--- src/rtl/padbid_bus_if.sv ---
// Bundle of the requester handshake and pad-ring signals around the PADBID
// bus arbiter.
//   master : requester / pad-ring side (drives requests and pad_c)
//   slave  : arbiter side (drives grants, pad I/OEN and read results)
// Signals:
//   req_valid/req_wr/req_data : per-channel request, direction and write data
//   req_ready                 : one-hot grant
//   pad_i/pad_oen/pad_c       : PADBID I, OEN (active low) and C pins
//   rd_data/rd_valid/rd_id    : read sample, one-cycle strobe, issuing channel
//   busy                      : arbiter is not idle
interface padbid_bus_if #(
  parameter int N_CH  = 4,
  parameter int WIDTH = 5
);
  localparam int CHW = $clog2(N_CH);

  logic [N_CH-1:0]       req_valid;
  logic [N_CH-1:0]       req_wr;
  logic [N_CH*WIDTH-1:0] req_data;
  logic [N_CH-1:0]       req_ready;
  logic [WIDTH-1:0]      pad_i;
  logic [WIDTH-1:0]      pad_oen;
  logic [WIDTH-1:0]      pad_c;
  logic [WIDTH-1:0]      rd_data;
  logic                  rd_valid;
  logic [CHW-1:0]        rd_id;
  logic                  busy;

  modport master (
    output req_valid, req_wr, req_data, pad_c,
    input  req_ready, pad_i, pad_oen, rd_data, rd_valid, rd_id, busy
  );

  modport slave (
    input  req_valid, req_wr, req_data, pad_c,
    output req_ready, pad_i, pad_oen, rd_data, rd_valid, rd_id, busy
  );
endinterface

--- src/rtl/padbid_bus_arbiter.sv ---
// Round-robin arbiter and sequencer for a shared bidirectional PADBID bus.
// N_CH requesters take turns on the bus. A write drives the pads for one cycle
// and is followed by TURN_CYC released cycles. A read releases the pads for one
// cycle and captures pad_c at the end of that cycle.
// Ports:
//   clk  : single clock, rising edge
//   rst  : synchronous, active-high reset
//   bus  : padbid_bus_if slave modport (requests, grants, pad pins, read result)
module padbid_bus_arbiter #(
  parameter int N_CH     = 4,
  parameter int WIDTH    = 5,
  parameter int TURN_CYC = 1
) (
  input  logic          clk,
  input  logic          rst,
  padbid_bus_if.slave   bus
);
  localparam int CHW = $clog2(N_CH);
  localparam logic [3:0] TURN_LOAD = 4'((TURN_CYC > 0) ? (TURN_CYC - 1) : 0);
  localparam logic [CHW-1:0] PTR_RST = CHW'(N_CH - 1);

  typedef enum logic [1:0] {IDLE, DRIVE, TURN, SAMPLE} state_t;

  state_t           state;
  logic [CHW-1:0]   ptr;
  logic [3:0]       turn_cnt;
  logic [CHW-1:0]   rd_ch;
  logic [WIDTH-1:0] pad_i_r;
  logic [WIDTH-1:0] pad_oen_r;
  logic [WIDTH-1:0] rd_data_r;
  logic             rd_valid_r;
  logic [CHW-1:0]   rd_id_r;
  logic             busy_r;

  logic [N_CH-1:0]  grant;
  logic [CHW-1:0]   grant_idx;
  logic             grant_any;
  logic [CHW-1:0]   scan_idx;

  // Grant search starts one past the last winner so every channel is served
  // within N_CH accepts. Grants are only offered in IDLE and never during rst.
  always_comb begin
    grant     = '0;
    grant_idx = '0;
    grant_any = 1'b0;
    scan_idx  = '0;
    if (state == IDLE && !rst) begin
      for (int k = 1; k <= N_CH; k++) begin
        scan_idx = CHW'((int'(ptr) + k) % N_CH);
        if (!grant_any && bus.req_valid[scan_idx]) begin
          grant_any = 1'b1;
          grant_idx = scan_idx;
        end
      end
    end
    if (grant_any) grant[grant_idx] = 1'b1;
  end

  always_ff @(posedge clk) begin
    if (rst) begin
      state      <= IDLE;
      ptr        <= PTR_RST;
      turn_cnt   <= '0;
      pad_oen_r  <= '1;
      pad_i_r    <= '0;
      rd_data_r  <= '0;
      rd_valid_r <= 1'b0;
      rd_id_r    <= '0;
      busy_r     <= 1'b0;
    end else begin
      rd_valid_r <= 1'b0;
      case (state)
        IDLE: begin
          if (grant_any) begin
            ptr    <= grant_idx;
            busy_r <= 1'b1;
            if (bus.req_wr[grant_idx]) begin
              // pad_i_r doubles as the write-data latch
              pad_i_r   <= bus.req_data[int'(grant_idx)*WIDTH +: WIDTH];
              pad_oen_r <= '0;
              state     <= DRIVE;
            end else begin
              rd_ch <= grant_idx;
              state <= SAMPLE;
            end
          end
        end
        DRIVE: begin
          pad_oen_r <= '1;
          pad_i_r   <= '0;
          if (TURN_CYC == 0) begin
            state  <= IDLE;
            busy_r <= 1'b0;
          end else begin
            turn_cnt <= TURN_LOAD;
            state    <= TURN;
          end
        end
        TURN: begin
          if (turn_cnt == 4'd0) begin
            state  <= IDLE;
            busy_r <= 1'b0;
          end else begin
            turn_cnt <= turn_cnt - 4'd1;
          end
        end
        SAMPLE: begin
          rd_data_r  <= bus.pad_c;
          rd_id_r    <= rd_ch;
          rd_valid_r <= 1'b1;
          state      <= IDLE;
          busy_r     <= 1'b0;
        end
        default: state <= IDLE;
      endcase
    end
  end

  assign bus.req_ready = grant;
  assign bus.pad_i     = pad_i_r;
  assign bus.pad_oen   = pad_oen_r;
  assign bus.rd_data   = rd_data_r;
  assign bus.rd_valid  = rd_valid_r;
  assign bus.rd_id     = rd_id_r;
  assign bus.busy      = busy_r;
endmodule

--- src/flat_wrapper.sv ---
// flat-port wrapper written by rule: the top's interface ports become plain ports
module padbid_bus_arbiter_flat 
#(
  parameter int N_CH     = 4,
  parameter int WIDTH    = 5,
  parameter int TURN_CYC = 1
)
  (clk, rst, bus_req_valid, bus_req_wr, bus_req_data, bus_pad_c, bus_req_ready, bus_pad_i, bus_pad_oen, bus_rd_data, bus_rd_valid, bus_rd_id, bus_busy);
  padbid_bus_if #(.N_CH(N_CH), .WIDTH(WIDTH)) bus_i ();
  input  logic clk;
  input  logic rst;
  input wire logic [$bits(bus_i.req_valid)-1:0] bus_req_valid;
  input wire logic [$bits(bus_i.req_wr)-1:0] bus_req_wr;
  input wire logic [$bits(bus_i.req_data)-1:0] bus_req_data;
  input wire logic [$bits(bus_i.pad_c)-1:0] bus_pad_c;
  output wire logic [$bits(bus_i.req_ready)-1:0] bus_req_ready;
  output wire logic [$bits(bus_i.pad_i)-1:0] bus_pad_i;
  output wire logic [$bits(bus_i.pad_oen)-1:0] bus_pad_oen;
  output wire logic [$bits(bus_i.rd_data)-1:0] bus_rd_data;
  output wire logic [$bits(bus_i.rd_valid)-1:0] bus_rd_valid;
  output wire logic [$bits(bus_i.rd_id)-1:0] bus_rd_id;
  output wire logic [$bits(bus_i.busy)-1:0] bus_busy;
  assign bus_i.req_valid = bus_req_valid;
  assign bus_i.req_wr = bus_req_wr;
  assign bus_i.req_data = bus_req_data;
  assign bus_i.pad_c = bus_pad_c;
  assign bus_req_ready = bus_i.req_ready;
  assign bus_pad_i = bus_i.pad_i;
  assign bus_pad_oen = bus_i.pad_oen;
  assign bus_rd_data = bus_i.rd_data;
  assign bus_rd_valid = bus_i.rd_valid;
  assign bus_rd_id = bus_i.rd_id;
  assign bus_busy = bus_i.busy;
  padbid_bus_arbiter #(.N_CH(N_CH), .WIDTH(WIDTH), .TURN_CYC(TURN_CYC)) u_core (.clk(clk), .rst(rst), .bus(bus_i));
endmodule
--- config.mk ---
export PLATFORM = sky130hd
export DESIGN_NAME = padbid_bus_arbiter_flat
export DESIGN_NICKNAME = d
export VERILOG_FILES = /design/src/rtl/padbid_bus_if.sv /design/src/rtl/padbid_bus_arbiter.sv /design/src/flat_wrapper.sv
export SDC_FILE = /design/constraint.sdc
export NUM_CORES = 1
export LEC_CHECK = 0
export ABC_AREA = 1
export BUFFER_PORTS_ARGS = -buffer_cell sky130_fd_sc_hd__buf_2
export CORE_MARGIN = 10
export CORE_UTILIZATION = 45
export CTS_CLUSTER_DIAMETER = 60
export DETAILED_ROUTE_END_ITERATION = 8
export PLACE_DENSITY = 0.74
export SLEW_MARGIN = 20
export SYNTH_ARGS = -nofsm -noshare
export SYNTH_HDL_FRONTEND = slang
export SYNTH_SLANG_ARGS = --single-unit
--- constraint.sdc ---
create_clock -name clk -period 2.9 [get_ports clk]
set_clock_uncertainty 0.2 [all_clocks]
set_input_delay 0.58 -clock clk [delete_from_list [all_inputs] [get_ports clk]]
set_output_delay 0.58 -clock clk [all_outputs]
set_load 0.005 [all_outputs]
Yosys cells after proc, flatten, opt, wreduce, memory -nomap -nowiden:

Cells that the tools add are included.
Widths: inputs -> output; s select.

* add/subtract/negate cells: 5
* multipliers: 1
* divide/modulo/power cells: 0
* magnitude comparators: 6
* equality and inequality tests: 7
* shifts and indexed selects: 1
* multiplexer cells: 42
* bitwise gates (word level): 2
* reduce and logical (&&, ||, !) cells: 20

Operator list (number)
* $shiftx 20x32->5: 1
* $mux 5: 4
* $pmux 5 s2: 2
* $mux 1: 17
* $mux 2: 8
* $lt 2x3->1 const B: 5
* $bmux 1 s2: 5
* $mux 4: 2
* $pmux 2 s4: 1
* $pmux 4 s2: 1
* $reduce_and 2->1: 3
* $reduce_and 3->1: 2
* $logic_and 1x1->1: 5
* $mul 2x3->5 const B: 1
* $add 2x1->2 const B: 2
* $add 2x2->2 const B: 2
* $eq 2x2->1 const B: 2
* $logic_not 1->1: 4
* $logic_not 4->1: 1
* $ne 2x1->1 const B: 2
* $ne 2x2->1 const B: 2
* $reduce_and 4->1: 1
* $reduce_bool 2->1: 2
* $sub 4x1->4 const B: 1
* other kinds (7): 8

* bits in registers: 29
* bits in latches: 0
* RAM bits: 0
* memory bits (read-only): 0
* bits of input ports: 35
* output and inout bits: 23
* logic and storage cells: 94
* memories kept: 0

Depth between registers and ports, before layout:

Gate-level depths: netlist (run 1).

* depth after elaboration: 22
* depth in mapped cells: 19

Least setup slack after synthesis (run 1):

OpenSTA, ideal clock, no wires.

* path type: in2out
* start point: input port bus_req_valid[0]
* end point: output port bus_req_ready[3]
* data arrival time: 1470 ps
* setup slack: 650 ps
* stages: 10
* path through: nand2_1 nand2_2 nand2_1 nand2_2 nand2_2 nand2_2 nand2_1 nand2_1 nand2_8 nor2_2

* word-level cells in the longest chain between the ends: 21
* elaborated cells between the ends (all ways): 33

Ends and longest elaborated chain
* start: declaration: RTL line flat_wrapper.sv:12 `input wire logic [$bits(bus_i.req_valid)-1:0] bus_req_valid;`
* $bmux 1 s2: RTL line padbid_bus_arbiter.sv:50 `if (!grant_any && bus.req_valid[scan_idx]) begin`
* $mux 1 (not written as such): RTL line padbid_bus_arbiter.sv:50
* $mux 1: RTL line padbid_bus_arbiter.sv:50
* $mux 1: RTL line padbid_bus_arbiter.sv:47 `if (state == IDLE && !rst) begin`
* $logic_not 1->1: RTL line padbid_bus_arbiter.sv:50
* $logic_and 1x1->1: RTL line padbid_bus_arbiter.sv:50
* $mux 1: RTL line padbid_bus_arbiter.sv:50
* $mux 1: RTL line padbid_bus_arbiter.sv:47
* [5 not listed]
* $logic_and 1x1->1: RTL line padbid_bus_arbiter.sv:50
* $mux 2: RTL line padbid_bus_arbiter.sv:50
* $mux 2: RTL line padbid_bus_arbiter.sv:47
* $lt 2x3->1 (not written as such) or $ge 2x1->1 (tied branches): RTL line padbid_bus_arbiter.sv:56 `if (grant_any) grant[grant_idx] = 1'b1;`
* $logic_and 1x1->1 (not written as such): RTL line padbid_bus_arbiter.sv:56
* $mux 1 (not written as such): RTL line padbid_bus_arbiter.sv:56
* $demux 1 s2
* $mux 4 *: RTL line padbid_bus_arbiter.sv:56
* end: declaration: RTL line flat_wrapper.sv:16 `output wire logic [$bits(bus_i.req_ready)-1:0] bus_req_ready;`

Every way passes the cells marked *; elsewhere a longest branch is shown, timed or not. The select of a mux whose other input is x is not followed.

Final worst setup path (run 1):

* start point: register u_core.ptr[0]
* end point: output port bus_req_ready[3]

* word-level cells in the longest chain between the ends: 22
* elaborated cells between the ends (all ways): 37

Ends and longest elaborated chain
* start: declaration: RTL line padbid_bus_arbiter.sv:25 `logic [CHW-1:0] ptr;`
* start signal: assignment: RTL line padbid_bus_arbiter.sv:75 `ptr <= grant_idx;`
* $add 2x1->2: RTL line padbid_bus_arbiter.sv:49 `scan_idx = CHW'((int'(ptr) + k) % N_CH);`
* $bmux 1 s2: RTL line padbid_bus_arbiter.sv:50
* $mux 1 (not written as such): RTL line padbid_bus_arbiter.sv:50
* $mux 1: RTL line padbid_bus_arbiter.sv:50
* $mux 1: RTL line padbid_bus_arbiter.sv:47
* $logic_not 1->1: RTL line padbid_bus_arbiter.sv:50
* $logic_and 1x1->1: RTL line padbid_bus_arbiter.sv:50
* $mux 1: RTL line padbid_bus_arbiter.sv:50
* [6 not listed]
* $logic_and 1x1->1: RTL line padbid_bus_arbiter.sv:50
* $mux 2: RTL line padbid_bus_arbiter.sv:50
* $mux 2: RTL line padbid_bus_arbiter.sv:47
* $lt 2x3->1 (not written as such) or $ge 2x1->1 (tied branches): RTL line padbid_bus_arbiter.sv:56
* $logic_and 1x1->1 (not written as such): RTL line padbid_bus_arbiter.sv:56
* $mux 1 (not written as such): RTL line padbid_bus_arbiter.sv:56
* $demux 1 s2
* $mux 4 *: RTL line padbid_bus_arbiter.sv:56

Marked as above.

==> metrics.md, run 1 <==
| Metric | Value |
|---|---|
| DR DRC count | 0 |
| Pwr/cell area | 1130 nW/um^2 |
| Routed Antenna Nets | 0 |
| DR pass1 iterations | 4 |
| Largest net degree at the start of global routing | 16 |
| Critical Path End Type | output port |
| Ratio of cells with drive above 1 in the final layout | a little over a third |
| Hold buffers post-CTS | 0 |
| Vias | 1611 |
| Most frequent cells in the layout | 71 x nand2_1, 57 x buf_2, 45 x nor2_1 |
| R2r endpoint | u_core.bus.pad_i[4] |
| Ys async rst share | 0% |
| Vias/cell | 4.66 |
| Die height | 79.5 um |
| Num Clock Sinks | 25 |
| Site Rows | 21 |
| WP data required | 2.12 ns |
| Crit path depth | 12 |
| Final nets | roughly 340 |
| Deepest clock path buffer count | 2 |
| First-pass GRT wire length | 6520 um |
| FILL cells | 324 |
| Post-DP Area | 1890 sq um |
| CTS Buf Count | 3 |
| Highest clock rate | 0.364 GHz |
| Number of global-route vias before repair | roughly 1500 |
| Period utilization | 94.7% |
| Slew @ Worst Pin | about 0.44 ns |
| RR Startpoint | u_core.ptr[0] |
| Cells along the critical path | buf_4 > nand2_1 > nand2_1 > nand2_1 > nand2_1 > nor2_4 > nand3_2 > nand2_4 > inv_6 > nand2_8 > nor2_4 > buf_2 |
| Number of flops mapped to enable cells by yosys | 2 |
| Reg2Reg Setup Slack | 0.56 ns |
| Grt ovf | 0 |
| Period minus WS final | 2.75 ns |
| Worst hold stages | 2 |
| HP Class | flip-flop to flip-flop |
| Worst-case reg-to-reg path depth | 17 |
| Core Area | 3390 sq um |
| Status | complete, no violations |
| CP top delay family | simple AND/OR/NAND/NOR gates |
| Overall power | between 2 and 2.5 mW |
| Commonest non-fill, non-tap cell in the layout | nand2_1 |
| Initial core utilization | 47.0% |
| Max-Cap Viols | 0 |
| Hold_sp | u_core.bus.busy |
| Setup TNS | 0 ns |
| Syn Std Cell Area | roughly 1600 sq um |
| Area delta synth->final | 22.1% |
| Wirelength per Cell | 11.3 um |
| Maximum vdd drop | between 0.7 and 0.8 mV |
| IO buf count | 57 |
| Synth area leader | dfxtp_1 |
| WP data arrival | slightly below 2 ns |
| Final Wtd Congestion | between 0.8 and 0.9 |
| Most frequent CP cell | nand2_1 |
| Primary FF master, synth | dfxtp_1 |
| Top cells by area, synth | dfxtp_1 29%, nand2_1 17%, nor2_1 11% |
| Seq/Total Area, Yosys | 32.7% |
| DR iter-0 viols | 58 |
| Crit-path max FO | 10 |
| Post-layout util | 57.4% |
| Final wirelength | about 4000 um |
| Final Instance Area | just under 2000 sq um |
| Crit path kind | flip-flop to output port |
| Slew headroom | between 70% and 80% |
| Avg Cell Area, Syn | about 6.6 sq um |
| Yosys warnings | 0 |
| IO Count | 58 |
| Total GRT Usage | 12.1% |
| Final hold violations | 0 |
| Worst Hold End | u_core.bus.busy |
| Worst path buffer plus inverter count | 3 |
| Yosys cell types | 26 |
| Root Buffer Master | clkbuf_4 |
| Worst path max stage delay | between 0.4 and 0.5 ns |
| Mapped Nets | 278 |
| Yosys top cell area share | 28.9% |
| Cells after synthesis | 242 |
| Die W | ~80 um |
| H-tree lvl count | 1 |
| Clock Latency Late Sink | 0.32 ns |
| Critical Path Slowest Stage Cell | dfxtp_4 |
| Die area | 6320 sq um |
| # setup viols final | 0 |
| Slew Limit Fails | 0 |
| Initial antenna violation count | 0 |
| Antenna Cells | 0 |
| HPWL after DPL | between 3000 and 4000 um |
| TritonCTS clock tree | done |
| Clk slew on worst S/H paths | 0.13 ns |
| #FFs+latches synth | 25 |
| Leak pwr | 1.07 nW |
| Critical path startpoint category | flip-flop |
[cells in the mapped netlist (2+ instances only)]
cell and instances:
nor2_2 2, nand2_2 19, inv_2 5, o21ai_0 12
nand3_1 9, inv_1 18, nand2_4 6, dfxtp_1 23
edfxtp_1 2, a21oi_1 9, buf_4 4, nor2_1 45
buf_6 3, nand2_1 72, nand3_2 2
[where the power goes]
part / internal, mW / total (mW) / switching, mW
registers: 0.474 / 0.566 / 0.0921
logic: 0.547 / 1.48 / 0.934
clock network: 0.0517 / 0.154 / 0.102
total: 1.07 / 2.20 / 1.13
[tightest hold or removal path, cell delays in order (launching register included)]
cell and delay [ns]:
dfxtp_1 0.33, nand3_1 0.07, nand2_1 0.04
[routing by layer]
metal | part of all wire, % | GRT usage [%]
met5 | 0 | 0
met1 | 44 | 13.6
met4 | 0.74 | 5.38
met2 | 48 | 20.7
met3 | 7.9 | 3.38
[area by class of cell]
type / instances / area (sq um) / share of cell area [%]
clock buffer: 3 / 22.5 / 1.16
clock inverter: 1 / 5.00 / 0.257
inverter: 24 / 97.6 / 5.02
multi-input combinational: 186 / 921 / 47.4
sequential: 25 / 526 / 27.0
tap: 46 / 57.6 / 2.96
timing repair buffer: 61 / 315 / 16.2
[how the worst max path moves through the flow]
stage                          start               end  slack [ns]
floorplan           bus_req_valid[0]  bus_req_ready[3]        0.65
global placement                 rst  bus_req_ready[3]        0.31
detailed placement               rst  bus_req_ready[3]        0.25
CTS                    u_core.ptr[0]  bus_req_ready[3]        0.02
global route           u_core.ptr[0]  bus_req_ready[3]     -0.0008
finish                 u_core.ptr[0]  bus_req_ready[3]        0.15
[flip-flops by register name, summed over array words and instances (netlist names), 2 cells and up]
signal,cells
u_core.rd_ch,2
u_core.turn_cnt,4
u_core.state,2
u_core.ptr,2
u_core.bus.rd_id,2
u_core.bus.pad_i,5
u_core.bus.rd_data,5
[cell families (layout without fill, tap and decap cells)]
| kind of cell | after synthesis | after routing | synth area share (%) |
|---|---|---|---|
| AO/OA/AOI/OAI | 22 | 22 | 6.99 |
| XOR/XNOR | 2 | 2 | 1.10 |
| adder cells (fa/ha/maj) | 1 | 1 | 0.785 |
| buffers and inverters | 31 | 89 | 9.98 |
| flip-flops | 25 | 25 | 32.7 |
| AND/OR/NAND/NOR | 161 | 161 | 48.5 |
[what timing repair did]
action / in CTS / in global routing
gates resized for setup: 1 / 5
buffers inserted: 0 / 2
endpoints found under the setup margin: 1 / 3
[per-stage QoR]
stage / hold slack, ns / instances / setup slack, ns
4_1_cts: 0.280 / 344 / 0.0227
2_1_floorplan: 0.248 / 242 / 0.650
3_5_place_dp: 0.261 / 340 / 0.247
5_1_grt: 0.305 / 346 / -0.000831
3_3_place_gp: 0.254 / 340 / 0.314
6_report: 0.274 / 346 / 0.153
No activity file was read; power rests on OpenSTA's default activity.
==> run 2: changes to the inputs <==
--- a/config.mk
+++ b/config.mk
@@ -5,13 +5,12 @@
 export SDC_FILE = /design/constraint.sdc
 export NUM_CORES = 1
 export LEC_CHECK = 0
-export ABC_AREA = 1
 export BUFFER_PORTS_ARGS = -buffer_cell sky130_fd_sc_hd__buf_2
 export CORE_MARGIN = 10
 export CORE_UTILIZATION = 45
 export CTS_CLUSTER_DIAMETER = 60
 export DETAILED_ROUTE_END_ITERATION = 8
-export PLACE_DENSITY = 0.74
+export PLACE_DENSITY = 0.76
 export SLEW_MARGIN = 20
 export SYNTH_ARGS = -nofsm -noshare
 export SYNTH_HDL_FRONTEND = slang
==> run 2 against run 1 <==
Against the previous run:
- power is 59% lower
- register-to-register slack worse by 0.04 ns
- wire length fell by 8.9%
- non-clock buffer count rose by 1
- clock power fell by 3%
- maximum frequency up 4.2%
- critical path depth is 6 lower
- sequential share of layout area rose by 3.1 points
==> metrics.md, run 2 <==
| Metric | Value |
|---|---|
| Crit-path max FO | 9 (-1) |
| CTS Buf Count | 3 (unchanged) |
| Avg Cell Area, Syn | 8.63 sq um (+31%) |
| #FFs+latches synth | 25 (unchanged) |
| R2r endpoint | u_core.bus.pad_i[4] |
| First-pass GRT wire length | 6160 um (-5.5%) |
| DR iter-0 viols | 64 (+10%) |
| Fraction of the mapped netlist area in adder cells | 0.890% (+0.10 points) |
| Worst hold stages | 2 (unchanged) |
| Placed Cells | 257 (-24%) |
| Seq/Total Area, Yosys | 37.0% (+4.3 points) |
| Critical path startpoint category | flip-flop |
| Leak pwr | 0.802 nW (-25%) |
| Area delta synth->final | 23.0% |
| Maximum vdd drop | 0.238 mV (-67%) |
| Reg2Reg Setup Slack | 0.52 ns (-0.04 ns) |
| Mapped Nets | 199 (-28%) |
| Crit path kind | flip-flop to output port |
| Num Clock Sinks | 25 (unchanged) |
| HP Class | flip-flop to flip-flop |
| Site Rows | 20 (-4.8%) |
| Yosys cell types | 43 (+65%) |
| Setup TNS | 0 ns (unchanged) |
| Grt ovf | 0 (unchanged) |
| Worst path max stage delay | 0.56 ns (+0.14 ns) |
| Hold_sp | u_core.bus.rd_data[0] |
| Syn Std Cell Area | 1410 sq um (-12%) |
| Critical Path Slowest Stage Cell | dfxtp_1 |
| Most frequent cell after synthesis | dfxtp_1 |
| WP data arrival | 1.86 ns (-0.11 ns) |
| IO buf count | 57 (unchanged) |
| Primary FF master, synth | dfxtp_1 |
| Final wirelength | 3550 um (-8.9%) |
| Routed Antenna Nets | 0 (unchanged) |
| Period minus WS final | 2.64 ns (-0.110 ns) |
| Synth Area in XOR/XNOR | 0.623% (-0.48 points) |
| Clk slew on worst S/H paths | 0.12 ns (about the same) |
| Pwr/cell area | 526 nW/um^2 (-54%) |
| Post-synth top cells | 23 x dfxtp_1, 19 x nor2_1, 14 x a21oi_1, 12 x nand2_1, 11 x mux2i_1 |
| RSZ-0062 raised after global routing | false |
| Highest clock rate | 0.379 GHz (+4.2%) |
| Period utilization | 91.0% (-3.8 points) |
| IO Count | 58 (unchanged) |
| Synth area leader | dfxtp_1 |
| Initial antenna violation count | 0 (unchanged) |
| Yosys warnings | 0 (unchanged) |
| Max-Cap Viols | 0 (unchanged) |
| Final Wtd Congestion | 0.787 (-5.7%) |
| Die W | 75.9 um (-4.5%) |
| WP data required | 2.12 ns (about the same) |
| RR Startpoint | u_core.ptr[1] |
| Slew @ Worst Pin | 0.807 ns (+0.364 ns) |
| Critical Path End Type | output port |
| Yosys top cell area share | 32.7% (+3.8 points) |
| Synth Area in Compound Gates | 21.4% (+14 points) |
| Worst-case reg-to-reg path depth | 6 (-11) |
| H-tree lvl count | 1 (unchanged) |
| Initial core utilization | 46.4% (-0.55 points) |
| Total GRT Usage | 12.2% (+0.061 points) |
| Antenna Cells | 0 (unchanged) |
| Slew Limit Fails | 0 (unchanged) |
| Post-layout util | 57.1% (-0.26 points) |
| HPWL after DPL | 2850 um (-9.7%) |
| Clock Latency Late Sink | 0.30 ns (-0.02 ns) |
| Largest net degree at the start of global routing | 19 (+3) |
| Top cells by area, synth | dfxtp_1 33%, mux2i_1 7.8%, nor2_1 5.1% |
| DR DRC count | 0 (unchanged) |
| Final Instance Area | 1730 sq um (-11%) |
| Wirelength per Cell | 13.6 um (+21%) |
| Ratio of cells with drive above 1 in the final layout | 35.9% (+0.61 points) |
| Post-synthesis mux area share | 7.83% (+7.8 points) |
| Root Buffer Master | clkbuf_4 |
| Dominant combinational cell family by area after synthesis | simple AND/OR/NAND/NOR gates |
| TritonCTS clock tree | done |
| Overall power | 909 uW (-59%) |
| # setup viols final | 0 (unchanged) |
| Final nets | 254 (-25%) |
| Number of flops mapped to enable cells by yosys | 2 (unchanged) |
| Die height | 75.9 um (-4.5%) |
| FILL cells | 297 (-8.3%) |
| Slew headroom | 45.3% (-25 points) |
| Vias | 1336 (-17%) |
| Ys async rst share | 0% (unchanged) |
| Worst Hold End | u_core.bus.rd_data[0] |
| Core Area | 3030 sq um (-11%) |
| Post-DP Area | 1700 sq um (-9.8%) |
| Status | complete, no violations |
| Synth Area in Simple Gates | 24.0% (-24 points) |
| Commonest non-fill, non-tap cell in the layout | buf_2 |
| DR pass1 iterations | 4 (unchanged) |
| Die area | 5760 sq um (-8.8%) |
| Vias/cell | 5.12 (+9.9%) |
| Cells along the critical path | nand2_1 > a31oi_1 > nand3_4 > inv_2 > nor3_1 > buf_2 |
| Final hold violations | 0 (unchanged) |
| Deepest clock path buffer count | 2 (unchanged) |
| Most frequent cells in the layout | 57 x buf_2, 22 x dfxtp_1, 19 x nor2_1 |
| Number of global-route vias before repair | 1411 (-7.4%) |
| Postcts setup bufs | 0 (unchanged) |
| Area of the multi-input gates | 769 sq um (-16%) |
| Reg area | 522 sq um (-0.71%) |
| Cells after synthesis | 163 (-33%) |
| Finished Layout Cells | 261 (-25%) |
==> run 2: logic make-up after synthesis <==
group	after synthesis
AO/OA/AOI/OAI	43
XOR/XNOR	1
flip-flops	25
AND/OR/NAND/NOR	61
multiplexers	11
buffers and inverters	21
adder cells (fa/ha/maj)	1
==> run 2: final cells by class <==
class	count	area share (%)
multi-input combinational	117	44.5
sequential	25	30.2
timing repair buffer	62	18.7
tap	44	3.18
inverter	9	1.95
clock buffer	4	1.52
==> run 2: worst max-delay path by stage <==
stage                      from  depth (start not counted)             endpoint  slack [ns]
4_1_cts         u_core.state[0]                          7     bus_req_ready[1]        0.19
2_1_floorplan  bus_req_valid[2]                          6     bus_req_ready[0]        0.55
3_3_place_gp   bus_req_valid[0]                          7  u_core.bus.pad_i[4]        0.31
6_report          u_core.ptr[1]                          6     bus_req_ready[0]        0.26
3_5_place_dp   bus_req_valid[3]                          8     bus_req_ready[1]        0.26
5_1_grt        bus_req_valid[3]                          8     bus_req_ready[0]        0.08
==> run 2: per-stage QoR <==
stage / setup WS (ns) / hold slack (ns)
final: 0.262 / 0.260
after global routing: 0.0842 / 0.294
after CTS: 0.190 / 0.264
after detailed placement: 0.258 / 0.245
after global placement: 0.312 / 0.242
after floorplan: 0.545 / 0.251
==> run 2: what timing repair did <==
action                     CTS  global route
setup endpoints to repair    0             1
resized for setup            0             1
hold buffers                 0             0
==> run 2: power by group <==
| group | switching (mW) | internal (mW) |
|---|---|---|
| combinational | 0.161 | 0.152 |
| sequential | 0.0490 | 0.398 |
| clock | 0.0953 | 0.0536 |
| total | 0.306 | 0.604 |
==> run 2: critical path: cells and delay by family, from the launching register on <==
kind                   cells  cell delay, ns
and+or+nand+nor            3            0.32
DFF                        1            0.56
AOI/OAI and AO/OA          1            0.37
buffers and inverters      2            0.32
==> run 2: routing by layer <==
layer,vias up,routed length [um],global-route usage [%]
li1,688,-,-
met1,594,1640,14.5
met2,52,1580,19.7
met3,2,312,4.60
met4,0,18,3.41
met5,-,0,0
==> run 3: changes to the inputs <==
==> constraint.sdc (replaced) <==
create_clock -name clk -period 2.7 [get_ports clk]
set_clock_uncertainty 0.2 [all_clocks]
set_input_delay 0.54 -clock clk [delete_from_list [all_inputs] [get_ports clk]]
set_output_delay 0.54 -clock clk [all_outputs]
set_load 0.005 [all_outputs]
==> run 3 against run 2 <==
Against the previous run:
- combinational power increased by 12%
- flip-flop and latch count unchanged
- clock power increased by 13%
- register-to-register slack got worse by 0.08 ns
- sequential power increased by 6.3%
- utilization increased by 0.87 points
- largest power group unchanged
- worst hold slack got worse by 0.0043 ns
- sequential share of layout area decreased by 0.45 points
==> metrics.md, run 3 (synthesis gave the netlist of run 2 again) <==
| Metric | Value |
|---|---|
| DR iter-0 viols | 67 (+4.7%) |
| Core Area | 3030 sq um (unchanged) |
| Vias/cell | 5.07 (-0.91%) |
| Pwr/cell area | 566 nW/um^2 (+7.6%) |
| # setup viols final | 0 (unchanged) |
| Status | complete, no violations |
| FILL cells | 308 (+3.7%) |
| H-tree lvl count | 1 (unchanged) |
| Final Instance Area | 1760 sq um (+1.5%) |
| Initial core utilization | 46.4% (unchanged) |
| RSZ-0062 raised after global routing | false |
| Total GRT Usage | 12.1% (-0.015 points) |
| Critical path startpoint category | primary input |
| Die area | 5760 sq um (unchanged) |
| Reg2Reg Setup Slack | 0.44 ns (-0.08 ns) |
| Grt ovf | 0 (unchanged) |
| Max-Cap Viols | 0 (unchanged) |
| Die height | 75.9 um (unchanged) |
| Num Clock Sinks | 25 (unchanged) |
| Largest net degree at the start of global routing | 19 (unchanged) |
| WP data arrival | 1.75 ns (-0.11 ns) |
| Ratio of cells with drive above 1 in the final layout | 37.4% (+1.5 points) |
| Highest clock rate | 0.401 GHz |
| WP data required | 1.96 ns (-0.16 ns) |
| First-pass GRT wire length | 6170 um (+0.11%) |
| Slew headroom | 73.1% (+28 points) |
| Slew @ Worst Pin | 0.402 ns (-0.406 ns) |
| TritonCTS clock tree | done |
| Post-DP Area | 1720 sq um (+0.88%) |
| DR pass1 iterations | 4 (unchanged) |
| Vias | 1334 (-0.15%) |
| HPWL after DPL | 2820 um (-0.86%) |
| Postcts setup bufs | 0 (unchanged) |
| Crit-path max FO | 8 (-1) |
| Period utilization | between 90% and 100% |
| Leak pwr | 0.811 nW (+1.2%) |
| Site Rows | 20 (unchanged) |
| Area delta synth->final | 24.8% |
| Crit path kind | primary input to output port |
| Slew Limit Fails | 0 (unchanged) |
| Setup TNS | 0 ns (unchanged) |
| Final nets | 256 (+0.79%) |
| Root Buffer Master | clkbuf_4 |
| Final Wtd Congestion | 0.804 (+2.1%) |
| Final wirelength | 3530 um (-0.65%) |
| Routed Antenna Nets | 0 (unchanged) |
| Die W | 75.9 um (unchanged) |
| HP Class | primary input to flip-flop |
| IO Count | 58 (unchanged) |
| Most frequent cells in the layout | 57 x buf_2, 22 x dfxtp_1, 19 x nor2_1 |
| Final hold violations | 0 (unchanged) |
| Commonest non-fill, non-tap cell in the layout | buf_2 |
| Clk slew on worst S/H paths | 0.14 ns (+0.02 ns) |
| CTS Buf Count | 3 (unchanged) |
| Maximum vdd drop | 0.294 mV (+23%) |
| Initial antenna violation count | 0 (unchanged) |
| Critical Path End Type | output port |
| Clock Latency Late Sink | 0.32 ns (+0.02 ns) |
| Wirelength per Cell | 13.4 um (-1.4%) |
| IO buf count | 57 (unchanged) |
| Period minus WS final | 2.49 ns |
| DR DRC count | 0 (unchanged) |
| Antenna Cells | 0 (unchanged) |
| Deepest clock path buffer count | 2 (unchanged) |
| Number of global-route vias before repair | 1405 (-0.43%) |
==> run 3: layer usage <==
metal | vias up | track usage [%] | routed length, um | share of wire [%]
met5 | - | 0 | 0 | 0
met4 | 0 | 3.41 | 13 | 0.37
met3 | 2 | 5.31 | 341 | 9.7
met2 | 46 | 19.2 | 1590 | 45
met1 | 597 | 14.5 | 1580 | 45
li1 | 689 | - | - | -
==> run 3: final cells by class <==
type                    count  area (sq um)  share of cell area, %
multi-input cells         117           777                   44.3
flip-flops and latches     25           522                   29.7
repair buffers             64           338                   19.2
well taps                  44          55.1                   3.14
inverters                   9          33.8                   1.92
clock buffers               3          22.5                   1.28
clock inverters             1          7.51                  0.428
==> run 3: critical path, cell delays in order <==
cell and delay, ns:
buf_2 0.14, nor4_2 0.30, nand2b_4 0.20, inv_2 0.05, o21ai_1 0.12, inv_2 0.07, nor3_1 0.19, buf_2 0.15
==> run 3: stage by stage <==
step	total power [mW]	hold WS, ns	instances	util, %	setup slack, ns
after CTS	1.00	0.243	263	57.7	0.122
after global routing	1.06	0.250	263	58.0	0.0175
after floorplan	0.719	0.251	163	-	0.395
after detailed placement	0.832	0.246	259	56.7	0.136
final	0.993	0.256	263	58.0	0.206
after global placement	0.828	0.241	259	56.7	0.140
==> run 3: report_power, final <==
| part | internal (mW) | total, mW | switching (mW) |
|---|---|---|---|
| Combinational | 0.167 | 0.350 | 0.183 |
| Clock | 0.0565 | 0.168 | 0.112 |
| Sequential | 0.428 | 0.475 | 0.0461 |
==> run 3: repair_timing <==
action                                  in CTS  in global routing
hold buffers                                 0                  0
resized for setup                            0                  2
endpoints found under the setup margin       0                  1
==> run 3: worst paths after layout <==
check | startpoint | to | cells after the start
setup / recovery | bus_req_valid[3] | bus_req_ready[0] | 8
hold / removal | bus_pad_c[0] | u_core.bus.rd_data[0] | 3
setup reg to reg | u_core.ptr[0] | u_core.bus.pad_i[4] | 6
hold reg to reg | u_core.bus.rd_data[4] | u_core.bus.rd_data[4] | 2
